File: src/rtl/br_redirect.sv
// ---------------------------------------------------------------------------
// br_redirect
//
// Purpose:
//   Final consumer of the execute-stage result stream. Every accepted result
//   can retire a register-file write, and a taken branch/jump or an exception
//   is turned into a fetch redirect. The redirect is held until fetch accepts
//   it, and is then followed by a single-cycle flush of younger instructions.
//
//   Sequence for a redirecting result:
//     IDLE (fire) -> REDIR (redir_valid held) -> FLUSH (flush pulse) -> IDLE
//   Results that do not redirect stay in IDLE, one per cycle, with no bubbles.
//
// Optional feature (compile-time macro):
//   BR_REDIRECT_ALIGN_CHECK_EN
//     Defined   : a taken branch whose target is not word aligned becomes an
//                 instruction-address-misaligned exception (cause 0). It
//                 redirects to TRAP_VEC and its rd write is suppressed.
//     Undefined : branch targets are used unchanged and no check is built.
//
// Parameters:
//   XLEN      width of addresses and general-purpose register data
//   TRAP_VEC  fetch target used for every exception redirect
//
// Ports:
//   clk, rst                 clock; asynchronous active-high reset
//   res_valid / res_ready    result handshake (fire = res_valid & res_ready)
//   res_rd_wen/idx/val       destination register write request
//   res_br_valid/target      taken branch/jump and its target
//   res_ex_valid / res_ex    exception flag and cause
//   rf_we/idx/val            registered regfile write port (1-cycle pulse)
//   redir_valid / redir_ready / redir_pc   fetch redirect handshake
//   flush                    one-cycle squash of younger in-flight instrs
//   ex_cause                 cause of the last exception redirect (held)
// ---------------------------------------------------------------------------
module br_redirect #(
  parameter int              XLEN     = 32,
  parameter logic [XLEN-1:0] TRAP_VEC = 32'h0000_0100
) (
  input  logic            clk,
  input  logic            rst,

  input  logic            res_valid,
  output logic            res_ready,
  input  logic            res_rd_wen,
  input  logic [4:0]      res_rd_idx,
  input  logic [XLEN-1:0] res_rd_val,
  input  logic            res_br_valid,
  input  logic [XLEN-1:0] res_br_target,
  input  logic            res_ex_valid,
  input  logic [XLEN-1:0] res_ex,

  output logic            rf_we,
  output logic [4:0]      rf_idx,
  output logic [XLEN-1:0] rf_val,

  output logic            redir_valid,
  input  logic            redir_ready,
  output logic [XLEN-1:0] redir_pc,

  output logic            flush,
  output logic [XLEN-1:0] ex_cause
);

  typedef enum logic [1:0] {
    S_IDLE  = 2'd0,
    S_REDIR = 2'd1,
    S_FLUSH = 2'd2
  } state_t;

  state_t state_reg;

  // -------------------------------------------------------------------------
  // Handshake
  // -------------------------------------------------------------------------
  // Results are only taken in IDLE. Qualifying with rst keeps the producer
  // from seeing an accept while reset is still asserted.
  assign res_ready = (state_reg == S_IDLE) && !rst;

  logic fire;
  assign fire = res_valid && res_ready;

  logic redir_accept;
  assign redir_accept = redir_valid && redir_ready;

  // -------------------------------------------------------------------------
  // Result classification (only meaningful when fire is high)
  // -------------------------------------------------------------------------
  logic            take_trap;
  logic            take_branch;
  logic            do_write;
  logic [XLEN-1:0] trap_cause;

  always_comb begin
    take_trap  = res_ex_valid;
    trap_cause = res_ex;

`ifdef BR_REDIRECT_ALIGN_CHECK_EN
    // A misaligned taken branch is reported as cause 0 unless a real
    // exception already takes priority.
    if (res_br_valid && !res_ex_valid && (res_br_target[1:0] != 2'b00)) begin
      take_trap  = 1'b1;
      trap_cause = '0;
    end
`endif

    take_branch = res_br_valid && !take_trap;

    // x0 is hardwired to zero, and a trapping instruction never retires.
    do_write = res_rd_wen && (res_rd_idx != 5'd0) && !take_trap;
  end

  // -------------------------------------------------------------------------
  // State machine with registered outputs
  // -------------------------------------------------------------------------
  always_ff @(posedge clk or posedge rst) begin
    if (rst) begin
      state_reg   <= S_IDLE;
      rf_we       <= 1'b0;
      rf_idx      <= 5'd0;
      rf_val      <= '0;
      redir_valid <= 1'b0;
      redir_pc    <= '0;
      flush       <= 1'b0;
      ex_cause    <= '0;
    end else begin
      // rf_we is a pulse; it is only raised on the cycle after a fire.
      rf_we <= 1'b0;

      case (state_reg)
        S_IDLE: begin
          flush <= 1'b0;
          if (fire) begin
            rf_we <= do_write;
            if (do_write) begin
              rf_idx <= res_rd_idx;
              rf_val <= res_rd_val;
            end

            if (take_trap) begin
              redir_pc    <= TRAP_VEC;
              ex_cause    <= trap_cause;
              redir_valid <= 1'b1;
              state_reg   <= S_REDIR;
            end else if (take_branch) begin
              redir_pc    <= res_br_target;
              redir_valid <= 1'b1;
              state_reg   <= S_REDIR;
            end
          end
        end

        S_REDIR: begin
          // redir_pc and redir_valid stay untouched until fetch accepts.
          if (redir_accept) begin
            redir_valid <= 1'b0;
            flush       <= 1'b1;
            state_reg   <= S_FLUSH;
          end
        end

        S_FLUSH: begin
          flush     <= 1'b0;
          state_reg <= S_IDLE;
        end

        default: begin
          redir_valid <= 1'b0;
          flush       <= 1'b0;
          state_reg   <= S_IDLE;
        end
      endcase
    end
  end

endmodule

File: config.mk
export PLATFORM = sky130hd
export DESIGN_NAME = br_redirect
export DESIGN_NICKNAME = d
export VERILOG_FILES = /design/src/rtl/br_redirect.sv
export SDC_FILE = /design/constraint.sdc
export NUM_CORES = 1
export LEC_CHECK = 0
export BUFFER_PORTS_ARGS = -buffer_cell sky130_fd_sc_hd__buf_2
export CORE_MARGIN = 2
export CORE_UTILIZATION = 45
export DETAILED_ROUTE_END_ITERATION = 16
export HOLD_SLACK_MARGIN = 0.06
export PLACE_DENSITY = 0.8
export SLEW_MARGIN = 20
export SYNTH_ARGS = -nofsm -noshare
export SYNTH_HDL_FRONTEND = slang
export SYNTH_SLANG_ARGS = --single-unit
export TNS_END_PERCENT = 30
File: constraint.sdc
create_clock -name clk -period 3.35 [get_ports clk]
set_input_delay 0.1675 -clock clk [delete_from_list [all_inputs] [get_ports clk]]
set_output_delay 0.1675 -clock clk [all_outputs]
set_load 0.02 [all_outputs]
==> report_table.html <==
<table>
<tr><th>Metric</th><th>Value</th></tr>
<tr><th colspan="2">Floorplanning</th></tr>
<tr><td>Die Footprint</td><td>between 9000 and 10000 sq um</td></tr>
<tr><td>Width of the die</td><td>98.25 um</td></tr>
<tr><td>Site row count</td><td>34</td></tr>
<tr><td>Number of ports placed on the die boundary</td><td>about 210</td></tr>
<tr><td>Initial core utilization</td><td>0.4606</td></tr>
<tr><td>Vertical die dimension</td><td>between 90 and 100 um</td></tr>
<tr><td>Placeable core area</td><td>8678 sq um</td></tr>
<tr><th colspan="2">Cells and area</th></tr>
<tr><td>Layout overhead on the synthesized area</td><td>59.12%</td></tr>
<tr><td>Layout Cells excl Fill</td><td>approximately 670</td></tr>
<tr><td>NumNets Final</td><td>664</td></tr>
<tr><td>Count of inserted antenna diode cells</td><td>0</td></tr>
<tr><td>Number of inserted filler cells in the final layout</td><td>588</td></tr>
<tr><td>Area of all placed cells without fillers</td><td>6361 sq um</td></tr>
<tr><td>Area taken by multi-input logic gates</td><td>1257 sq um</td></tr>
<tr><td>Regs by FF count</td><td>ex_cause x32, redir_pc x32, rf_val x32</td></tr>
<tr><td>Flip-flop and latch area</td><td>approximately 2700 sq um</td></tr>
<tr><td>Final Core Density</td><td>0.7330</td></tr>
<tr><td>Ratio of cells with drive above 1 in the final layout</td><td>0.5482</td></tr>
<tr><th colspan="2">Placement</th></tr>
<tr><td>Total of buffers placed on input and output ports</td><td>212</td></tr>
<tr><td>Routability Congestion</td><td>0.8019</td></tr>
<tr><td>Instance area at placement</td><td>5161 sq um</td></tr>
<tr><td>Half-perimeter wire length after detailed placement</td><td>6.608 mm</td></tr>
<tr><td>Number of placed instances with taps included</td><td>between 500 and 600</td></tr>
<tr><td>Post-place setup slack</td><td>1.131 ns</td></tr>
<tr><th colspan="2">Synthesis</th></tr>
<tr><td>Post-synthesis sequential area ratio</td><td>0.6635</td></tr>
<tr><td>Number of unique standard cell types used by synthesis</td><td>26</td></tr>
<tr><td>Top cell types by occurrence after synthesis</td><td>106 x sky130_fd_sc_hd__dfrtp_1, 50 x sky130_fd_sc_hd__mux2_2, 31 x sky130_fd_sc_hd__a22o_1, 19 x sky130_fd_sc_hd__mux2_4, 4 x sky130_fd_sc_hd__clkbuf_1</td></tr>
<tr><td>Cell count after synthesis</td><td>between 200 and 250</td></tr>
<tr><td>Fraction of registers with async set or reset after synthesis</td><td>1.000</td></tr>
<tr><td>Number of nets produced by synthesis</td><td>348</td></tr>
<tr><td>Multiplexer share of the synthesized area</td><td>0.2122</td></tr>
<tr><td>Count of warnings emitted by yosys</td><td>0</td></tr>
<tr><td>Top cells by area in the synthesized netlist</td><td>sky130_fd_sc_hd__dfrtp_1 66%, sky130_fd_sc_hd__mux2_2 14%, sky130_fd_sc_hd__mux2_4 7.1%</td></tr>
<tr><td>Area fraction in and, or, nand and nor cells after synthesis</td><td>0.02347</td></tr>
<tr><td>Flop and latch count out of synthesis</td><td>106</td></tr>
<tr><td>Average size of a mapped cell</td><td>16.66 sq um</td></tr>
<tr><td>Post-synth EDFFs</td><td>0</td></tr>
<tr><td>Most used flip-flop cell after synthesis</td><td>sky130_fd_sc_hd__dfrtp_1</td></tr>
<tr><td>Cell with the most instances after synthesis</td><td>sky130_fd_sc_hd__dfrtp_1</td></tr>
<tr><td>Cell type with the largest total area after synthesis</td><td>sky130_fd_sc_hd__dfrtp_1</td></tr>
<tr><td>Area of the mapped netlist</td><td>3998 sq um</td></tr>
<tr><td>Fraction of synthesized cell area in xor and xnor cells</td><td>0</td></tr>
<tr><td>Combinational family with the most area after synthesis</td><td>multiplexers</td></tr>
<tr><td>Adder-cell area share of the yosys netlist</td><td>0</td></tr>
<tr><td>Share of the synthesized area in compound gates (AO/OA/AOI/OAI)</td><td>0.07480</td></tr>
<tr><td>Area share of the leading cell type in the synthesized netlist</td><td>0.6635</td></tr>
<tr><th colspan="2">Timing</th></tr>
<tr><td>Remaining max-slew budget at the tightest pin</td><td>0.5246</td></tr>
<tr><td>Fin crit share</td><td>0.6747</td></tr>
<tr><td>Post-Route Hold Slack</td><td>~0.080 ns</td></tr>
<tr><td>Setup_tns</td><td>0 ns</td></tr>
<tr><td>Worst setup margin</td><td>1.090 ns</td></tr>
<tr><td>Hold violation count in the final report</td><td>0</td></tr>
<tr><td>Worst clock skew</td><td>around 0.014 ns</td></tr>
<tr><td>Measured slew at the worst slew-check pin</td><td>0.7131 ns</td></tr>
<tr><td>Time the worst path needs with I/O delays and setup</td><td>roughly 2.3 ns</td></tr>
<tr><td>Unrepaired setup endpoints after global routing</td><td>false</td></tr>
<tr><td>Maximum frequency from static timing analysis</td><td>442.4 MHz</td></tr>
<tr><td>Final-report max-slew violation count</td><td>0</td></tr>
<tr><td>Final setup violating endpoints</td><td>0</td></tr>
<tr><th colspan="2">Outcome</th></tr>
<tr><td>Status</td><td>finished clean</td></tr>
<tr><th colspan="2">Routing</th></tr>
<tr><td>Average via count per standard cell</td><td>around 5.0</td></tr>
<tr><td>Remaining DRCs</td><td>0</td></tr>
<tr><td>Number of search-and-repair iterations in the first detailed-routing pass</td><td>6</td></tr>
<tr><td>Antenna-violating nets left</td><td>0</td></tr>
<tr><td>DRT iter0 DRCs</td><td>90</td></tr>
<tr><td>Via count of the routed design</td><td>~3300</td></tr>
<tr><td>Average wire per standard cell</td><td>~17 um</td></tr>
<tr><td>Routed WL</td><td>roughly 12 mm</td></tr>
<tr><th colspan="2">Clock tree</th></tr>
<tr><td>Number of buffers on the longest clock path</td><td>2</td></tr>
<tr><td>Clock Sinks</td><td>between 100 and 150</td></tr>
<tr><td>Latest clock arrival within the worst-skew pair</td><td>0.36 ns</td></tr>
<tr><td>Clock transition at path regs</td><td>about 0.10 ns</td></tr>
<tr><td>Cts repair resizes</td><td>0</td></tr>
<tr><td>Clock tree from TritonCTS</td><td>done</td></tr>
<tr><td>H-tree depth</td><td>3</td></tr>
<tr><td>CTS Root Buffer Type</td><td>sky130_fd_sc_hd__clkbuf_8</td></tr>
<tr><td>Total CTS buffers</td><td>9</td></tr>
<tr><th colspan="2">Pwr</th></tr>
<tr><td>Power density over the cells</td><td>818.8 nW/um^2</td></tr>
<tr><td>Power after layout</td><td>5.208 mW</td></tr>
<tr><td>Peak VDD IR</td><td>0.5128 mV</td></tr>
<tr><td>Leakage component of the power</td><td>3.269 nW</td></tr>
<tr><th colspan="2">GRT</th></tr>
<tr><td>Antenna violations before repair</td><td>0</td></tr>
<tr><td>Vias in the first global route</td><td>3704</td></tr>
<tr><td>Remaining global-route overflow</td><td>0</td></tr>
<tr><td>Wire length of the first global-routing pass</td><td>18.64 mm</td></tr>
<tr><td>Global router's overall resource usage</td><td>0.2443</td></tr>
<tr><td>Maximum number of pins on one net before global-route repair</td><td>83</td></tr>
<tr><th colspan="2">Worst setup path</th></tr>
<tr><td>Slowest cell delay on critical path</td><td>roughly 0.53 ns</td></tr>
<tr><td>Worst setup SP type</td><td>input port</td></tr>
<tr><td>Setup slack on the worst flop-to-flop path</td><td>approximately 1.1 ns</td></tr>
<tr><td>Data arrival at the endpoint of the critical path</td><td>2.50 ns</td></tr>
<tr><td>Slowest CP cell</td><td>sky130_fd_sc_hd__dlygate4sd3_1</td></tr>
<tr><td>Crit path kind</td><td>input port to flop</td></tr>
<tr><td>CP cell instances</td><td>dlygate4sd3_1, buf_2, or4b_4, nor3_4, buf_4, mux2_2</td></tr>
<tr><td>Worst setup EP type</td><td>flop</td></tr>
<tr><td>Required @ worst endpoint</td><td>3.58 ns</td></tr>
<tr><td>Critical Path Fanout Max</td><td>38</td></tr>
<tr><th colspan="2">Job</th></tr>
<tr><td>Count of maximum capacitance violations</td><td>0</td></tr>
<tr><th colspan="2">Min path</th></tr>
<tr><td>Worst hold-check path type</td><td>input port to flop</td></tr>
</table>
worst paths after layout:
| kind | depth (start not counted) | end | startpoint |
|---|---|---|---|
| hold reg to reg | 1 | rf_val[21] | rf_val[21] |
| hold / removal | 2 | rf_idx[3] | res_rd_idx[3] |
| setup reg to reg | 4 | rf_val[15] | state_reg[0] |
| min in group asynchronous | 3 | redir_pc[12] | rst |
| setup / recovery | 6 | rf_val[15] | rst |
| max in group asynchronous | 4 | rf_val[3] | rst |
layer usage:
| metal | track usage | vias to the layer above | share of wire |
|---|---|---|---|
| li1 | - | 1491 | - |
| met1 | 0.2721 | 1626 | 0.37 |
| met2 | 0.4373 | 157 | 0.53 |
| met3 | 0.06371 | 39 | 0.063 |
| met4 | 0.1128 | 0 | 0.039 |
| met5 | 0 | - | 0 |
critical path: cells and delay by family:
family	cells	cell delay (ns)
buf+inv	3	1.18
simple gates	2	0.69
mux	1	0.41
cell usage in the layout (no fill, tap or decap), types with 4 or more instances in the layout:
master	synthesis	final
sky130_fd_sc_hd__buf_4	1	6
sky130_fd_sc_hd__inv_6	0	4
sky130_fd_sc_hd__clkbuf_8	0	9
sky130_fd_sc_hd__mux2_2	50	50
sky130_fd_sc_hd__a22o_1	31	31
sky130_fd_sc_hd__dfrtp_1	106	106
sky130_fd_sc_hd__buf_2	3	212
sky130_fd_sc_hd__dlygate4sd3_1	0	100
sky130_fd_sc_hd__mux2_4	19	19
logic make-up (layout without fill, tap and decap cells):
kind of cell    Yosys count  count (layout)
flops                   106             106
simple gates             14              14
compound gates           36              36
buf+inv                  15             335
mux                      69              69
what timing repair did:
action                                 4_1_cts  5_1_grt
endpoints found under the hold margin       99       80
setup buffers                                0        0
hold buffers                                99        1
final cells by class:
| class | instances | area share |
|---|---|---|
| clock buffer | 9 | 0.01947 |
| tap | 108 | 0.02124 |
| sequential | 106 | 0.4170 |
| inverter | 2 | 0.001967 |
| clock inverter | 6 | 0.01141 |
| timing repair buffer | 318 | 0.3312 |
| multi-input combinational | 119 | 0.1977 |
report_power, final:
part           internal, mW  switching (mW)
logic                  1.00            1.26
clock network         0.351           0.434
registers              1.84           0.316
Note: power is estimated with default switching activity, not from simulation.
